--- src/rtl/ex_div_pkg.sv ---
// -----------------------------------------------------------------------------
// ex_div_pkg
// Purpose : Shared definitions for the iterative divider and the pipeline
//           controller that drives it: FSM state encoding and the default
//           operand width.
// Ports   : none (package)
// -----------------------------------------------------------------------------
package ex_div_pkg;

  // Default operand width; the controller sizes its operand buses from this.
  localparam int EX_DIV_WIDTH = 32;

  // Divider FSM states. The controller decodes these when it inspects the
  // divider, so the encoding is fixed here rather than left to synthesis.
  typedef enum logic [1:0] {
    ST_IDLE    = 2'd0,
    ST_DIVZERO = 2'd1,
    ST_ON      = 2'd2,
    ST_END     = 2'd3
  } div_state_e;

endpackage

--- src/rtl/ex_div_if.sv ---
// -----------------------------------------------------------------------------
// ex_div_if
// Purpose : Request/response bundle between the issuing pipeline stage
//           (master) and the divider (slave).
// Signals : signed_div_i  1 = two's complement divide, 0 = unsigned
//           opdata1_i     dividend
//           opdata2_i     divisor
//           start_i       request, held until ready_o is seen
//           annul_i       cancel the operation in flight
//           result_o      {remainder, quotient}
//           ready_o       result_o valid
//           busy_o        operation in progress (pipeline stall request)
// -----------------------------------------------------------------------------
interface ex_div_if #(
  parameter int WIDTH = ex_div_pkg::EX_DIV_WIDTH
);

  logic                   signed_div_i;
  logic [WIDTH-1:0]       opdata1_i;
  logic [WIDTH-1:0]       opdata2_i;
  logic                   start_i;
  logic                   annul_i;
  logic [2*WIDTH-1:0]     result_o;
  logic                   ready_o;
  logic                   busy_o;

  modport master (
    output signed_div_i,
    output opdata1_i,
    output opdata2_i,
    output start_i,
    output annul_i,
    input  result_o,
    input  ready_o,
    input  busy_o
  );

  modport slave (
    input  signed_div_i,
    input  opdata1_i,
    input  opdata2_i,
    input  start_i,
    input  annul_i,
    output result_o,
    output ready_o,
    output busy_o
  );

endinterface

--- src/rtl/ex_div_step.sv ---
// -----------------------------------------------------------------------------
// ex_div_step
// Purpose : One restoring-division iteration (purely combinational). Shifts
//           the next dividend bit into the partial remainder, trial-subtracts
//           the divisor and keeps the difference if it did not go negative.
// Ports   : rem_i          current partial remainder (always < divisor_i)
//           dividend_bit_i next dividend bit, MSB first
//           divisor_i      divisor magnitude
//           rem_o          next partial remainder
//           quo_bit_o      quotient bit produced by this step
// -----------------------------------------------------------------------------
module ex_div_step #(
  parameter int WIDTH = 32
) (
  input  logic [WIDTH-1:0] rem_i,
  input  logic             dividend_bit_i,
  input  logic [WIDTH-1:0] divisor_i,
  output logic [WIDTH-1:0] rem_o,
  output logic             quo_bit_o
);

  logic [WIDTH:0] trial;
  logic [WIDTH:0] diff;

  // The shifted remainder needs one extra bit; because rem_i < divisor_i the
  // trial value is below 2*divisor_i, so diff[WIDTH] is a clean borrow flag.
  assign trial = {rem_i, dividend_bit_i};
  assign diff  = trial - {1'b0, divisor_i};

  always_comb begin
    quo_bit_o = ~diff[WIDTH];
    rem_o     = diff[WIDTH] ? trial[WIDTH-1:0] : diff[WIDTH-1:0];
  end

endmodule

--- src/rtl/ex_div.sv ---
// -----------------------------------------------------------------------------
// ex_div
// Purpose : Multi-cycle signed/unsigned integer divider for the EX stage.
//           Restoring algorithm, one quotient bit per clock, WIDTH steps.
//           Signed operands are divided as magnitudes and the signs are fixed
//           up on the final step (all arithmetic modulo 2^WIDTH, so MIN / -1
//           simply wraps to MIN with remainder 0).
// Ports   : clk   rising-edge clock
//           rst   synchronous active-high reset
//           bus   ex_div_if slave: operands, start/annul, result/ready/busy
// Timing  : start sampled at edge t -> ready_o high after edge t+WIDTH+1
//           (t+2 for divide-by-zero). ready_o, busy_o and result_o are
//           registered, one cycle behind the state they report.
// -----------------------------------------------------------------------------
module ex_div
  import ex_div_pkg::*;
#(
  parameter int WIDTH = EX_DIV_WIDTH
) (
  input  logic     clk,
  input  logic     rst,
  ex_div_if.slave  bus
);

  localparam int                CNT_W    = $clog2(WIDTH + 1);
  localparam logic [CNT_W-1:0]  CNT_LAST = CNT_W'(WIDTH - 1);

  div_state_e          state_q, state_d;
  logic [CNT_W-1:0]    cnt_q, cnt_d;
  logic [WIDTH-1:0]    rem_q, rem_d;      // partial remainder, final remainder in END
  logic [WIDTH-1:0]    quo_q, quo_d;      // dividend shifting out / quotient shifting in
  logic [WIDTH-1:0]    dvsr_q, dvsr_d;
  logic                neg_quo_q, neg_quo_d;
  logic                neg_rem_q, neg_rem_d;
  logic [2*WIDTH-1:0]  result_q, result_d;
  logic                ready_q, ready_d;
  logic                busy_q, busy_d;

  logic [WIDTH-1:0]    step_rem;
  logic                step_qbit;
  logic [WIDTH-1:0]    quo_shift;
  logic                dvd_neg;
  logic                dvs_neg;

  ex_div_step #(
    .WIDTH (WIDTH)
  ) u_step (
    .rem_i          (rem_q),
    .dividend_bit_i (quo_q[WIDTH-1]),
    .divisor_i      (dvsr_q),
    .rem_o          (step_rem),
    .quo_bit_o      (step_qbit)
  );

  // The dividend register doubles as the quotient register: each step
  // consumes its MSB and appends the new quotient bit at the LSB.
  assign quo_shift = {quo_q[WIDTH-2:0], step_qbit};

  assign dvd_neg = bus.signed_div_i & bus.opdata1_i[WIDTH-1];
  assign dvs_neg = bus.signed_div_i & bus.opdata2_i[WIDTH-1];

  // ---------------------------------------------------------------------------
  // State register
  // ---------------------------------------------------------------------------
  always_ff @(posedge clk) begin
    if (rst) begin
      state_q <= ST_IDLE;
    end else begin
      state_q <= state_d;
    end
  end

  // ---------------------------------------------------------------------------
  // Next-state, datapath and output logic
  // ---------------------------------------------------------------------------
  always_comb begin
    state_d   = state_q;
    cnt_d     = cnt_q;
    rem_d     = rem_q;
    quo_d     = quo_q;
    dvsr_d    = dvsr_q;
    neg_quo_d = neg_quo_q;
    neg_rem_d = neg_rem_q;

    unique case (state_q)
      ST_IDLE: begin
        if (bus.start_i && !bus.annul_i) begin
          state_d   = (bus.opdata2_i == '0) ? ST_DIVZERO : ST_ON;
          cnt_d     = '0;
          rem_d     = '0;
          quo_d     = dvd_neg ? -bus.opdata1_i : bus.opdata1_i;
          dvsr_d    = dvs_neg ? -bus.opdata2_i : bus.opdata2_i;
          neg_quo_d = dvd_neg ^ dvs_neg;
          neg_rem_d = dvd_neg;
        end
      end

      ST_DIVZERO: begin
        if (bus.annul_i) begin
          state_d = ST_IDLE;
        end else begin
          state_d = ST_END;
          rem_d   = '0;
          quo_d   = '0;
        end
      end

      ST_ON: begin
        if (bus.annul_i) begin
          state_d = ST_IDLE;
        end else begin
          rem_d = step_rem;
          quo_d = quo_shift;
          cnt_d = cnt_q + CNT_W'(1);
          if (cnt_q == CNT_LAST) begin
            // Last bit: apply sign correction to the step output directly so
            // END holds the final answer.
            state_d = ST_END;
            rem_d   = neg_rem_q ? -step_rem  : step_rem;
            quo_d   = neg_quo_q ? -quo_shift : quo_shift;
          end
        end
      end

      ST_END: begin
        // annul is deliberately not looked at here: the result is already
        // committed and only the issuing stage dropping start releases it.
        if (!bus.start_i) begin
          state_d = ST_IDLE;
        end
      end

      default: begin
        state_d = ST_IDLE;
      end
    endcase

    // Outputs are registered and describe the state being left/held, but
    // drop immediately on the edge that leaves END or annuls the operation.
    ready_d  = (state_q == ST_END) && (state_d == ST_END);
    result_d = ready_d ? {rem_q, quo_q} : '0;
    busy_d   = ((state_q == ST_DIVZERO) || (state_q == ST_ON)) && !bus.annul_i;
  end

  // ---------------------------------------------------------------------------
  // Datapath and output registers
  // ---------------------------------------------------------------------------
  always_ff @(posedge clk) begin
    if (rst) begin
      cnt_q     <= '0;
      rem_q     <= '0;
      quo_q     <= '0;
      dvsr_q    <= '0;
      neg_quo_q <= 1'b0;
      neg_rem_q <= 1'b0;
      result_q  <= '0;
      ready_q   <= 1'b0;
      busy_q    <= 1'b0;
    end else begin
      cnt_q     <= cnt_d;
      rem_q     <= rem_d;
      quo_q     <= quo_d;
      dvsr_q    <= dvsr_d;
      neg_quo_q <= neg_quo_d;
      neg_rem_q <= neg_rem_d;
      result_q  <= result_d;
      ready_q   <= ready_d;
      busy_q    <= busy_d;
    end
  end

  assign bus.result_o = result_q;
  assign bus.ready_o  = ready_q;
  assign bus.busy_o   = busy_q;

endmodule

--- src/flat_wrapper.sv ---
// flat-port wrapper written by rule: the top's interface ports become plain ports
module ex_div_flat import ex_div_pkg::*;
#(
  parameter int WIDTH = EX_DIV_WIDTH
)
  (clk, rst, bus_signed_div_i, bus_opdata1_i, bus_opdata2_i, bus_start_i, bus_annul_i, bus_result_o, bus_ready_o, bus_busy_o);
  ex_div_if #(.WIDTH(WIDTH)) bus_i ();
  input  logic clk;
  input  logic rst;
  input wire logic [$bits(bus_i.signed_div_i)-1:0] bus_signed_div_i;
  input wire logic [$bits(bus_i.opdata1_i)-1:0] bus_opdata1_i;
  input wire logic [$bits(bus_i.opdata2_i)-1:0] bus_opdata2_i;
  input wire logic [$bits(bus_i.start_i)-1:0] bus_start_i;
  input wire logic [$bits(bus_i.annul_i)-1:0] bus_annul_i;
  output wire logic [$bits(bus_i.result_o)-1:0] bus_result_o;
  output wire logic [$bits(bus_i.ready_o)-1:0] bus_ready_o;
  output wire logic [$bits(bus_i.busy_o)-1:0] bus_busy_o;
  assign bus_i.signed_div_i = bus_signed_div_i;
  assign bus_i.opdata1_i = bus_opdata1_i;
  assign bus_i.opdata2_i = bus_opdata2_i;
  assign bus_i.start_i = bus_start_i;
  assign bus_i.annul_i = bus_annul_i;
  assign bus_result_o = bus_i.result_o;
  assign bus_ready_o = bus_i.ready_o;
  assign bus_busy_o = bus_i.busy_o;
  ex_div #(.WIDTH(WIDTH)) u_core (.clk(clk), .rst(rst), .bus(bus_i));
endmodule
--- config.mk ---
export PLATFORM = sky130hd
export DESIGN_NAME = ex_div_flat
export DESIGN_NICKNAME = d
export VERILOG_FILES = /design/src/rtl/ex_div_pkg.sv /design/src/rtl/ex_div_if.sv /design/src/rtl/ex_div_step.sv /design/src/rtl/ex_div.sv /design/src/flat_wrapper.sv
export SDC_FILE = /design/constraint.sdc
export NUM_CORES = 1
export LEC_CHECK = 0
export CORE_MARGIN = 2
export CORE_UTILIZATION = 60
export CTS_CLUSTER_DIAMETER = 50
export DETAILED_ROUTE_END_ITERATION = 12
export MAX_ROUTING_LAYER = met4
export PLACE_DENSITY = 0.86
export SLEW_MARGIN = 25
export SYNTH_ARGS = -nofsm -noshare
export SYNTH_HDL_FRONTEND = slang
export SYNTH_SLANG_ARGS = --single-unit
--- constraint.sdc ---
create_clock -name clk -period 9.5 [get_ports clk]
set_clock_uncertainty 0.1 [all_clocks]
set_input_delay 1.9 -clock clk [delete_from_list [all_inputs] [get_ports clk]]
set_output_delay 1.9 -clock clk [all_outputs]
set_load 0.05 [all_outputs]
==> flow_summary.ini, run 1 <==
[status]
status = finished clean

[setup_path]
cp_max_fo = 44
arrival_ns = 6.96
start_kind = register
critPathCaptureType = register
worst-setup-path-type = reg2reg
worstPathRequired_ns = 9.79

[sta]
slew_violations = 0
fmax_mhz = 149.8
rsz0062_at_grt = false
post-route-min-period_ns = 6.677
hold-worst-slack_ns = 0.3671
final.period_utilization_pct = 70.28
finalSetupViolations = 0
final.setup.tns_ns = 0
worst_pin_slew_ns = 1.053
slew_headroom_pct = 28.89
hold_viol_final = 0

[cts]
ctsResizeCount = 0
post_cts_buffers = 0
clk_latency_ns = 0.45
cts_buffers = 17
htree_levels = 4
cts_tree = done
clock_path_buffers = 2
clock_sinks = 172
hold_buffers = 0
cts-root-buf = clkbuf_16
clk_pin_slew_worst_paths_ns = 0.07

[floorplan]
rows = 50
ioPinCount = 135
die_h_um = 142.7
coreArea_um2 = 18770
die_x_um = 142.7
die_area_um2 = 20360
start_util_pct = 61.51

[grt]
antenna_found_initial = 1
grt_overflow_total = 0
track_usage_pct = 32.55
grt_max_degree = 66
grt_pass1_vias = 10067
grt_pass1_wl_mm = 51.85

[route]
routed-via-count = 11359
antenna_left = 0
vias_per_cell = 6.283
drc = 0
drtIter0Drc = 1287
wl_per_cell_um = 17.95
first_pass_iters = 6
totalWireLength_mm = 32.45

[layout]
syn_to_final_growth_pct = 17.16
num-fill-cells = 1553
drive_gt1_share_pct = 4.577
nNetsFinal = 1672

[logic_synthesis]
yosysSeqAreaShare_pct = 29.83
synth_edf_count = 0
synth_seq_cells = 172
syn_avg_cell_area_um2 = 7.794
synth_area_um2 = 11540
synthesis.nets = 1593
synthArstFlopShare_pct = 0
yosys.cell_types.count = 86
netlist_instances = 1481
synth-main-ff-cell = dfxtp_1
yosys_warnings = 0

[placement]
io_buffers = 134
gp_congestion = 0.9797
dp_hpwl_mm = 23.83

[job]
drv_cap = 0

[power_and_ir_drop]
p_leak_nw = 5.024
power_density_nw_per_um2 = 149.9
ir_drop_uv = 137.1

[worst_hold_path]
worst_hold_path_type = reg2reg
## synthesized netlist by cell type, types with 7 or more instances
| master | number | area, µm² |
|---|---|---|
| dfxtp_1 | 172 | 3443 |
| nor2_1 | 150 | 563.0 |
| nand2_1 | 115 | 431.7 |
| a21oi_1 | 95 | 475.5 |
| o21ai_0 | 88 | 440.4 |
| and2_1 | 87 | 544.3 |
| xnor2_1 | 77 | 674.4 |
| clkbuf_1 | 64 | 240.2 |
| inv_1 | 64 | 240.2 |
| xor2_1 | 53 | 464.2 |
| ha_1 | 42 | 525.5 |
| nor3_1 | 39 | 195.2 |
| a211oi_1 | 33 | 247.7 |
| o221ai_1 | 28 | 245.2 |
| or3_1 | 27 | 168.9 |
| nand3_1 | 26 | 130.1 |
| a31oi_1 | 21 | 131.4 |
| o31ai_1 | 21 | 157.7 |
| a21o_1 | 19 | 142.6 |
| mux2i_1 | 17 | 170.2 |
| o21ai_1 | 16 | 80.08 |
| nor4_1 | 15 | 93.84 |
| nand4_1 | 14 | 87.58 |
| o21a_1 | 12 | 90.09 |
| nand2b_1 | 11 | 68.82 |
| and3_1 | 10 | 62.56 |
| nor2b_1 | 9 | 56.30 |
| or4_1 | 9 | 67.56 |
| o211ai_1 | 8 | 60.06 |
| a211o_1 | 7 | 61.31 |
| a311oi_1 | 7 | 61.31 |
| buf_1 | 7 | 26.28 |
## routing by layer
layer | global-route usage [%] | share of wire (%) | vias to the layer above | wire length, µm
met1 | 46.64 | 46 | 5211 | 14960
met2 | 47.12 | 43 | 578 | 13910
met5 | - | 0 | - | 0
met3 | 5.667 | 9.1 | 51 | 2962
li1 | - | - | 5519 | -
met4 | 9.119 | 1.9 | 0 | 614
## kinds of logic (layout without fill, tap and decap cells)
group | count (synthesis) | count (layout) | share of synthesized area, %
flops | 172 | 172 | 29.83
other cells | 0 | 1 | 0
buf+inv | 145 | 237 | 4.932
compound gates | 423 | 423 | 24.59
xor+xnor | 130 | 130 | 9.863
simple gates | 544 | 544 | 23.90
mux | 24 | 24 | 2.157
fa+ha+maj | 43 | 43 | 4.726
## where the power goes
group | total, mW | internal [mW] | switching [mW] | leakage, nW
sequential | 0.790 | 0.753 | 0.0368 | 1.40
combinational | 0.516 | 0.199 | 0.318 | 3.34
clock | 0.721 | 0.401 | 0.321 | 0.284
## layout by cell type, fill, tap and decap left out, types with 7 or more instances in the layout
cell type,instances
nor2_1,148
nand2b_1,11
or4_1,9
clkdlybuf4s50_1,133
dfxtp_1,172
xor2_1,53
or3_1,27
mux2i_1,17
o221ai_1,28
a31oi_1,21
o21a_1,12
o21ai_1,16
nor2b_1,9
a311oi_1,7
nand3_1,26
o21ai_0,88
nand2_1,114
a21oi_1,95
a211o_1,7
o211ai_1,8
nand4_1,14
and2_1,87
clkbuf_16,17
a21o_1,19
nor3_1,39
xnor2_1,77
and3_1,10
inv_1,64
nor4_1,14
o31ai_1,21
a211oi_1,33
ha_1,41
## state kept, by name (all words and copies together) (netlist names)
signal and count:
u_core.state_q 2, u_core.cnt_q 6, u_core.neg_rem_q 1, u_core.dvsr_q 32, u_core.rem_q 32, u_core.bus.ready_o 1
u_core.quo_q 32, u_core.neg_quo_q 1, u_core.bus.result_o 64, u_core.bus.busy_o 1
## critical path, stage by stage, from the launching register on
cell and delay (ns):
dfxtp_1 0.43, ha_1 0.40, a21o_1 0.25, a31oi_1 0.39
a2bb2oi_1 0.35, a211oi_4 0.12, nor3_2 0.72, nor2_8 0.29
inv_4 0.41, nor2_1 0.07, a21oi_1 0.18, ha_1 0.26
inv_1 0.09, or4_1 0.51, or3_1 0.34, or3_1 0.33
a21oi_1 0.18, a31oi_1 0.12, nor4_1 0.49, nand4_1 0.17
mux2_1 0.34, nand2_1 0.05
## final cells by class
class / instances / area (µm²) / area share (%)
Multi-Input combinational cell: 1164 / 7561 / 55.91
Sequential cell: 172 / 3443 / 25.46
Timing Repair Buffer: 140 / 1381 / 10.21
Clock buffer: 19 / 442.9 / 3.275
Tap cell: 234 / 292.8 / 2.165
Inverter: 65 / 246.5 / 1.823
Clock inverter: 13 / 153.9 / 1.138
Antenna cell: 1 / 2.502 / 0.01850
## through the flow
stage	instance area, µm²	setup slack (ns)	std cells	power (mW)	util (%)
after detailed placement	12910	2.982	1775	1.302	68.78
after global placement	12900	3.109	1775	1.293	68.76
after floorplan	11540	3.900	1481	1.160	-
after global routing	13520	2.360	1808	2.108	72.06
after CTS	13510	2.963	1807	2.012	71.96
final	13520	2.823	1808	2.028	72.06
## final timing paths
check / start / slack (ns) / end / cells past startpoint
setup / recovery: u_core.rem_q[8]$_SDFFE_PP0P_ / 2.82 / u_core.rem_q[28]$_SDFFE_PP0P_ / 21
hold / removal: u_core.dvsr_q[31]$_SDFFE_PP0P_ / 0.37 / u_core.dvsr_q[31]$_SDFFE_PP0P_ / 2
setup reg to reg: u_core.rem_q[8]$_SDFFE_PP0P_ / 2.82 / u_core.rem_q[28]$_SDFFE_PP0P_ / 21
hold reg to reg: u_core.dvsr_q[31]$_SDFFE_PP0P_ / 0.37 / u_core.dvsr_q[31]$_SDFFE_PP0P_ / 2
Power figures use the tool's default switching activity.
==> run 2, diff against run 1 <==
CORE_UTILIZATION = 57   (was 60)
PLACE_DENSITY = 0.82   (was 0.86)
clock period = 6.69 ns   (was 9.5 ns; I/O delays follow)
==> flow_summary.ini, run 2 (same netlist as run 1, synthesis figures left out) <==
[layout]
nNetsFinal = 1676
drive_gt1_share_pct = 4.692
final_cell_mix = dfxtp_1, nor2_1, clkdlybuf4s50_1
diodes = 0
final_common_cell = dfxtp_1
largest_reg_flops = 64
syn_to_final_growth_pct = 17.80
num-fill-cells = 1759

[placement]
gp_congestion = 0.9639
io_buffers = 134
detailedPlace.worstSlack_ns = 0.6893
dp_hpwl_mm = 25.32

[job]
drv_cap = 0

[cts]
clk_pin_slew_worst_paths_ns = 0.07
hold_buffers = 0
cts_tree = done
ctsResizeCount = 0
post_cts_buffers = 0
htree_levels = 4
clk_latency_ns = 0.44
clock_path_buffers = 2
cts-root-buf = clkbuf_16
clock_sinks = 172
cts_buffers = 17

[setup_path]
critPathCaptureType = register
worst-setup-path-type = reg2reg
cp.buffers_inverters = 2
start_kind = register
cp_max_fo = 14
reg2reg_slack_ns = 0.47
arrival_ns = 6.50
worstPathRequired_ns = 6.97
crit_path_top_delay_cell = nor3_2
cpLargestDelayFamily = simple AND/OR/NAND/NOR gates
path_cells = ha_1 > a21o_1 > a31oi_1 > a2bb2oi_1 > a211oi_4 > nor3_2 > nor2_8 > inv_4 > nor2_1 > a21oi_1 > ha_1 > inv_1 > or4_1 > or3_1 > or3_1 > a21oi_1 > a31oi_1 > nor4_1 > nand4_1 > mux2_1 > nand2_1
slowest_delay_ns = 0.80

[sta]
worst_pin_slew_ns = 1.041
final.period_utilization_pct = 93.00
rsz0062_at_grt = false
worst_slack_ns = 0.4681
slew_headroom_pct = 29.75
finalSetupViolations = 0
fmax_mhz = 160.7
hold_viol_final = 0
slew_violations = 0
post-route-min-period_ns = 6.222
final.setup.tns_ns = 0

[floorplan]
start_util_pct = 57.60
die_area_um2 = 21410
coreArea_um2 = 20040
ioPinCount = 135
rows = 52
die_h_um = 146.3
die_x_um = 146.3

[grt]
grt_pass1_vias = 10319
grt_pass1_wl_mm = 54.25
antenna_found_initial = 0
grt_max_degree = 66
grt_overflow_total = 0
track_usage_pct = 32.14

[power_and_ir_drop]
ir_drop_uv = 175.9
clkPwrFrac_pct = 36.1
p_sw_share_pct = 33.57
pwr-share-comb_pct = 25.4
seq_power_share_pct = 38.5
p_leak_nw = 5.046
internal_power_mw = 1.936
power_density_nw_per_um2 = 214.3
p_switching_mw = 0.9785

[route]
totalWireLength_mm = 33.86
wl_per_cell_um = 18.33
antenna_left = 0
drtIter0Drc = 1324
drc = 0
routed-via-count = 11479
vias_per_cell = 6.215
first_pass_iters = 5

[worst_hold_path]
worst_hold_path_type = reg2reg

[status]
status = finished clean
-- run 2: cell types whose count changed in the layout (fill, tap and decap cells not counted) --
cell / delta
inv_6: -1
buf_4: +4
o21bai_1: +1
nor4_2: -1
nor4_1: +1
clkbuf_8: +1
diode_2: -1
o311ai_0: -1
inv_8: +1
clkinv_2: -1
o311ai_1: +1
o21bai_2: -1
-- run 2: worst register-to-register path, delay by kind of cell, from the launching register on --
family	cells	cell delay (ns)
buffers and inverters	2	0.19
AOI/OAI and AO/OA	7	1.63
adders and majority gates	2	0.68
and+or+nand+nor	9	2.79
muxes	1	0.35
DFF	1	0.42
-- run 2: through the flow --
| stage | instance area [µm²] | utilization (%) | total power [mW] | hold WS [ns] | std cells |
|---|---|---|---|---|---|
| after floorplan | 11540 | - | 1.648 | 0.3319 | 1481 |
| after global placement | 12980 | 64.77 | 1.851 | 0.3424 | 1815 |
| after detailed placement | 12980 | 64.77 | 1.860 | 0.3528 | 1815 |
| after CTS | 13590 | 67.81 | 2.894 | 0.3614 | 1847 |
| after global routing | 13600 | 67.86 | 3.035 | 0.3852 | 1847 |
| final | 13600 | 67.86 | 2.914 | 0.3583 | 1847 |
-- run 2: power by group through the flow --
stage	Sequential (mW)	Combinational (mW)	Clock (mW)
3_5_place_dp	1.14	0.717	0
4_1_cts	1.12	0.723	1.05
2_1_floorplan	1.13	0.520	0
6_report	1.12	0.741	1.05
5_1_grt	1.13	0.807	1.10
3_3_place_gp	1.14	0.711	0
-- run 2: cell type report --
| cell class | count | area (µm²) | share of cell area, % |
|---|---|---|---|
| Tap cell | 270 | 337.8 | 2.484 |
| Clock buffer | 20 | 456.7 | 3.358 |
| Inverter | 65 | 246.5 | 1.813 |
| Timing Repair Buffer | 144 | 1411 | 10.38 |
| Sequential cell | 172 | 3443 | 25.32 |
| Clock inverter | 12 | 151.4 | 1.113 |
| Multi-Input combinational cell | 1164 | 7551 | 55.53 |
-- run 2: path summary, 6_finish.rpt --
path | to | cells past startpoint | start
worst max-delay path | u_core.rem_q[28]$_SDFFE_PP0P_ | 21 | u_core.rem_q[8]$_SDFFE_PP0P_
worst min-delay path | u_core.dvsr_q[31]$_SDFFE_PP0P_ | 2 | u_core.dvsr_q[31]$_SDFFE_PP0P_
worst max register to register | u_core.rem_q[28]$_SDFFE_PP0P_ | 21 | u_core.rem_q[8]$_SDFFE_PP0P_
worst min register to register | u_core.dvsr_q[31]$_SDFFE_PP0P_ | 2 | u_core.dvsr_q[31]$_SDFFE_PP0P_
-- run 2: metal layers --
layer,share of wire (%),wire length (µm),GRT usage (%),up-vias
li1,-,-,-,5530
met1,46,15720,46.40,5285
met2,42,14220,45.94,589
met3,8.8,2986,5.031,75
met4,2.7,928,10.34,0
met5,0,0,-,-
